<file path="src/rtl/inst_queue_pkg.sv">
// Shared definitions for the instruction queue between fetch and decode.
package inst_queue_pkg;

  localparam int IQ_DEPTH = 8;
  localparam int IQ_AW    = 3;

  // Fetch exception tags carried with each instruction.
  localparam logic [1:0] EXCP_NONE = 2'd0;
  localparam logic [1:0] EXCP_ADEF = 2'd1;
  localparam logic [1:0] EXCP_PIF  = 2'd2;

  // One queue entry: 32 + 32 + 1 + 32 + 2 = 99 bits.
  localparam int IQ_W = 99;

  typedef struct packed {
    logic [31:0] pc;
    logic [31:0] inst;
    logic        pred_taken;
    logic [31:0] pred_target;
    logic [1:0]  excp;
  } iq_entry_t;

endpackage

</file>
<file path="src/rtl/inst_queue_iq_ram.sv">
// Register array for queue entries: one write port, one asynchronous read port.
// Contents are deliberately not reset; validity is tracked by the queue control.
module iq_ram
  import inst_queue_pkg::*;
#(
  parameter int DEPTH = IQ_DEPTH,
  parameter int AW    = IQ_AW,
  parameter int W     = IQ_W
) (
  input  logic          clk,
  input  logic          i_we,
  input  logic [AW-1:0] i_waddr,
  input  logic [W-1:0]  i_wdata,
  input  logic [AW-1:0] i_raddr,
  output logic [W-1:0]  o_rdata
);

  logic [W-1:0] r_mem [DEPTH];

  // Store the incoming entry at the write pointer.
  always_ff @(posedge clk) begin
    if (i_we) begin
      r_mem[i_waddr] <= i_wdata;
    end
  end

  assign o_rdata = r_mem[i_raddr];

endmodule

</file>
<file path="src/rtl/inst_queue.sv">
// Instruction queue between IF and ID. Holds head/tail pointers, occupancy count,
// the valid/ready handshakes and redirect flush; entries live in iq_ram.
//
// Handshake: a beat transfers on a side exactly in a cycle where that side's valid
// and ready are both high at the rising clock edge. in_ready depends only on the
// registered count (not on out_ready), out_valid only on the registered count, and
// a flush in the same cycle cancels both transfers.
module inst_queue
  import inst_queue_pkg::*;
#(
  parameter int DEPTH = IQ_DEPTH,
  parameter int AW    = IQ_AW
) (
  input  logic          clk,
  input  logic          rstn,
  input  logic          flush,
  input  logic          in_valid,
  output logic          in_ready,
  input  logic [31:0]   in_pc,
  input  logic [31:0]   in_inst,
  input  logic          in_pred_taken,
  input  logic [31:0]   in_pred_target,
  input  logic [1:0]    in_excp,
  output logic          out_valid,
  input  logic          out_ready,
  output logic [31:0]   out_pc,
  output logic [31:0]   out_inst,
  output logic          out_pred_taken,
  output logic [31:0]   out_pred_target,
  output logic [1:0]    out_excp,
  output logic [AW:0]   count
);

  localparam logic [AW:0] LP_FULL = (AW+1)'(DEPTH);

  logic [AW-1:0]   r_head;
  logic [AW-1:0]   r_tail;
  logic [AW:0]     r_count;
  logic            w_push;
  logic            w_pop;
  iq_entry_t       w_wentry;
  iq_entry_t       w_rentry;
  logic [IQ_W-1:0] w_rdata;

  assign in_ready  = (r_count != LP_FULL);
  assign out_valid = (r_count != '0);
  assign count     = r_count;

  // Flush wins: the beat offered in a flush cycle is dropped and the head is not consumed.
  assign w_push = in_valid & in_ready & ~flush;
  assign w_pop  = out_valid & out_ready & ~flush;

  assign w_wentry = '{pc:          in_pc,
                      inst:        in_inst,
                      pred_taken:  in_pred_taken,
                      pred_target: in_pred_target,
                      excp:        in_excp};

  iq_ram #(
    .DEPTH (DEPTH),
    .AW    (AW),
    .W     (IQ_W)
  ) u_ram (
    .clk     (clk),
    .i_we    (w_push),
    .i_waddr (r_tail),
    .i_wdata (w_wentry),
    .i_raddr (r_head),
    .o_rdata (w_rdata)
  );

  assign w_rentry = iq_entry_t'(w_rdata);

  // Payload reads zero while empty so uninitialised storage never leaks out;
  // exception entries present a zero instruction word to the decoder.
  assign out_pc          = out_valid ? w_rentry.pc          : 32'd0;
  assign out_pred_taken  = out_valid ? w_rentry.pred_taken  : 1'b0;
  assign out_pred_target = out_valid ? w_rentry.pred_target : 32'd0;
  assign out_excp        = out_valid ? w_rentry.excp        : EXCP_NONE;
  assign out_inst        = (out_valid && (w_rentry.excp == EXCP_NONE)) ? w_rentry.inst : 32'd0;

  // Pointer and occupancy update; pointers wrap naturally at DEPTH.
  always_ff @(posedge clk or negedge rstn) begin
    if (!rstn) begin
      r_head  <= '0;
      r_tail  <= '0;
      r_count <= '0;
    end else if (flush) begin
      r_head  <= '0;
      r_tail  <= '0;
      r_count <= '0;
    end else begin
      if (w_push) begin
        r_tail <= r_tail + 1'b1;
      end
      if (w_pop) begin
        r_head <= r_head + 1'b1;
      end
      if (w_push && !w_pop) begin
        r_count <= r_count + 1'b1;
      end else if (!w_push && w_pop) begin
        r_count <= r_count - 1'b1;
      end
    end
  end

endmodule

</file>
<file path="config.mk">
export PLATFORM = sky130hd
export DESIGN_NAME = inst_queue
export DESIGN_NICKNAME = d
export VERILOG_FILES = /design/src/rtl/inst_queue_pkg.sv /design/src/rtl/inst_queue_iq_ram.sv /design/src/rtl/inst_queue.sv
export SDC_FILE = /design/constraint.sdc
export NUM_CORES = 1
export LEC_CHECK = 0
export ABC_AREA = 1
export BUFFER_PORTS_ARGS = -buffer_cell sky130_fd_sc_hd__buf_2
export CORE_MARGIN = 4
export CORE_UTILIZATION = 55
export DETAILED_ROUTE_END_ITERATION = 10
export PLACE_DENSITY = 0.75
export SLEW_MARGIN = 20
export SYNTH_ARGS = -nofsm -noshare
export SYNTH_HDL_FRONTEND = slang
export SYNTH_HIERARCHICAL = 1
export SYNTH_SLANG_ARGS = --single-unit
export TNS_END_PERCENT = 30
</file>
<file path="constraint.sdc">
create_clock -name clk -period 8.03 [get_ports clk]
set_input_delay 1.606 -clock clk [delete_from_list [all_inputs] [get_ports clk]]
set_output_delay 1.606 -clock clk [all_outputs]
set_load 0.02 [all_outputs]
</file>
==> summary.md <==
| Metric | Value |
|---|---|
| Non-filler cells in the finished layout | 4804 |
| Seq cells post-synth | 802 |
| Synth unique cells | 25 |
| R2R Setup Slk | 4.75 ns |
| Post-route DRC violation count | 0 |
| DIE AREA | 0.0696 sq mm |
| Post-synth top area share | 66.1% |
| Hold depth | 1 |
| Max frequency | 162 MHz |
| Via count | 23900 |
| Pleak | 0.0189 uW |
| HP Class | reg -> reg |
| CTS Buf Count | 79 |
| Post-route cell area | 0.0401 sq mm |
| Worst R2R Path Depth | 8 |
| Setup violators final | 0 |
| Core footprint | 0.0646 sq mm |
| Highest-count cells in the layout ignoring fill and taps | 1314 x nand2_1, 902 x inv_1, 792 x edfxtp_1 |
| Hold buffers post-CTS | 0 |
| Peak VDD IR | 266 uV |
| Final period util | 76.7% |
| Clock latency on the worst-skew pair | 0.60 ns |
| Cell Area, Placed | 0.0376 sq mm |
| Post-synthesis xor/xnor area fraction | 0.0243% |
| Total grt overflow | 0 |
| Fillcell total | 5011 |
| Post-CTS setup buffers | 0 |
| CTS root buf | clkbuf_16 |
| Final Slew Violations | 0 |
| CP Class | reg -> out |
| Fraction of layout cells with a size suffix above 1 | 9.41% |
| First-pass GRT wire length | 124000 microns |
| Syn avg cell area | 9.65 sq um |
| Clock transition at path regs | 0.06 ns |
| Tmin final | 6.16 ns |
| Cell Pwr Density | 311 mW/mm^2 |
| Mux contribution to synthesized area | 0% |
| Synth area leader | edfxtp_1 |
| Placed insts | 4660 |
| Crit path max fanout | 195 |
| Post-Syn Area | 0.0360 sq mm |
| Critical Path AT | 4.55 ns |
| GRT Util Overall | 22.6% |
| Gpl congestion | 0.754 |
| Slew margin rel. | 26.4% |
| Clock sink count | 802 |
| Largest net degree at the start of global routing | 196 |
| Post-Synth Adder-Cell Area | 0.195% |
| Yosys warns | 6 |
| CTS tree | yes |
| Vias/cell | 4.97 |
| Final Hold Vio Count | 0 |
| CP Capture Type | primary output |
| Post-route ant nets | 0 |
| Outcome | complete, no violations |
| Hold Path Origin | r_tail[0]$_DFFE_PN0P_ |
| DRT iter0 DRCs | 1861 |
| DP HPWL | 41800 microns |
| Hold Path End | r_tail[0]$_DFFE_PN0P_ |
| Area growth from synthesis to layout | 11.6% |
| Compound-Gate Fraction of Synth Area | 0.191% |
| IO Port Bufs | 208 |
| Post-synthesis cell count | 3727 |
| Max Root-Sink Buffers | 3 |
| Synthesized Nets | 3836 |
| Post-cts resize count | 0 |
| I/O Pins | 209 |
| RSZ-0062 raised after global routing | no |
| Reg-to-Reg Start | count[3]$_DFFE_PN0P_ |
| Critical R2R Capture | u_ram/r_mem[5][97]$_DFFE_PP_ |
| Max Cap Viol | 0 |
| Initial antenna violation count | 16 |
| DR pass1 iterations | 5 |
| Die Y | 264 microns |
| Worst-case clock skew | 0.00969 ns |
| Sequential-to-total area share from yosys stat | 66.8% |
| FP Rows | 93 |
| Commonest non-fill, non-tap cell in the layout | nand2_1 |
| Worst Max-Slew Pin Slew | 1.10 ns |
| Critical Path Start Type | flip-flop |
| Final Power | 12500 uW |
| H-Tree Level Count | 3 |
| Routed len/inst | 16.8 microns |
| Post-synthesis simple-gate area fraction | 20.7% |
| Final #Nets | 3996 |
| Total routed wirelength | 80600 microns |
| Vias in the first global route | 23200 |
| WP data required | 6.42 ns |
| Synth top area cells | edfxtp_1 66%, nand2_1 14%, inv_1 9.4%, nand3_1 5.6%, nor2_1 1.1% |
| Fin Setup TNS | 0 ns |
| Initial Util | 55.7% |
| Largest family of logic cells by synthesized area | simple AND/OR/NAND/NOR gates |
| Layout Utilization | 62.2% |
| Chip width | 264 microns |
through the flow:
stage	setup WS, ns	hold slack (ns)
6_report	1.87	0.559
5_1_grt	1.60	0.598
4_1_cts	1.99	0.561
3_5_place_dp	2.67	0.546
3_3_place_gp	2.69	0.543
2_1_floorplan	1.28	0.434
routing by layer:
layer	GRT usage, %	routed length, microns
met4	8.52	2230
met5	0	83
met1	29.2	33000
met3	4.09	5780
met2	38.6	39400
cell families (layout without fill, tap and decap cells):
family,Yosys count,in the layout
buffers and inverters,1069,1283
xor gates and xnor gates,1,1
DFF,802,802
and+or+nand+nor,1838,1838
adders and majority gates,5,5
AOI/OAI and AO/OA,12,12
other,0,8
Yosys cell counts, drive strengths merged:
library cell	instances
nand3	405
edfxtp	792
buf	140
a21oi	5
fa	1
o21a	2
clkbuf	21
o21ai	5
nand2	1320
dfrtp	10
ha	4
nor2	113
inv	908
xor2	1
worst max-delay path by stage:
stage	start	to	depth (start not counted)
6_report	r_head[0]$_DFFE_PN0P_	out_pc[8]	10
5_1_grt	r_head[0]$_DFFE_PN0P_	out_pc[3]	10
4_1_cts	r_head[0]$_DFFE_PN0P_	out_inst[2]	10
3_5_place_dp	r_head[0]$_DFFE_PN0P_	out_pred_taken	10
3_3_place_gp	r_head[0]$_DFFE_PN0P_	out_pred_taken	10
2_1_floorplan	flush	u_ram/r_mem[1][0]$_DFFE_PP_	5
power breakdown:
group,internal (uW),switching [uW]
logic,1130,2800
clock network,2180,1470
registers,4740,144
total,8050,4420
layout make-up:
class	instances	area, sq um	share of cell area [%]
tap	855	1070	2.67
clock inverter	40	459	1.14
timing repair buffer	240	1380	3.43
sequential	802	24000	59.9
antenna	8	20.0	0.0499
clock buffer	95	2080	5.18
inverter	908	3430	8.55
multi-input combinational	1856	7660	19.1
sequential cells by signal (all words and copies together) (netlist names):
name         flops
u_ram/r_mem    792
count            4
r_head           3
r_tail           3
worst max-delay path: stages (launching register included):
cell	delay, ns
dfrtp_4	1.04
clkinv_8	0.82
buf_4	0.79
nand2_1	0.16
nand3_1	0.07
nand2_1	0.10
nand2_1	0.05
nand2_1	0.10
inv_1	0.04
nor2_1	0.25
buf_2	0.24
(Power assumes the default switching activity.)
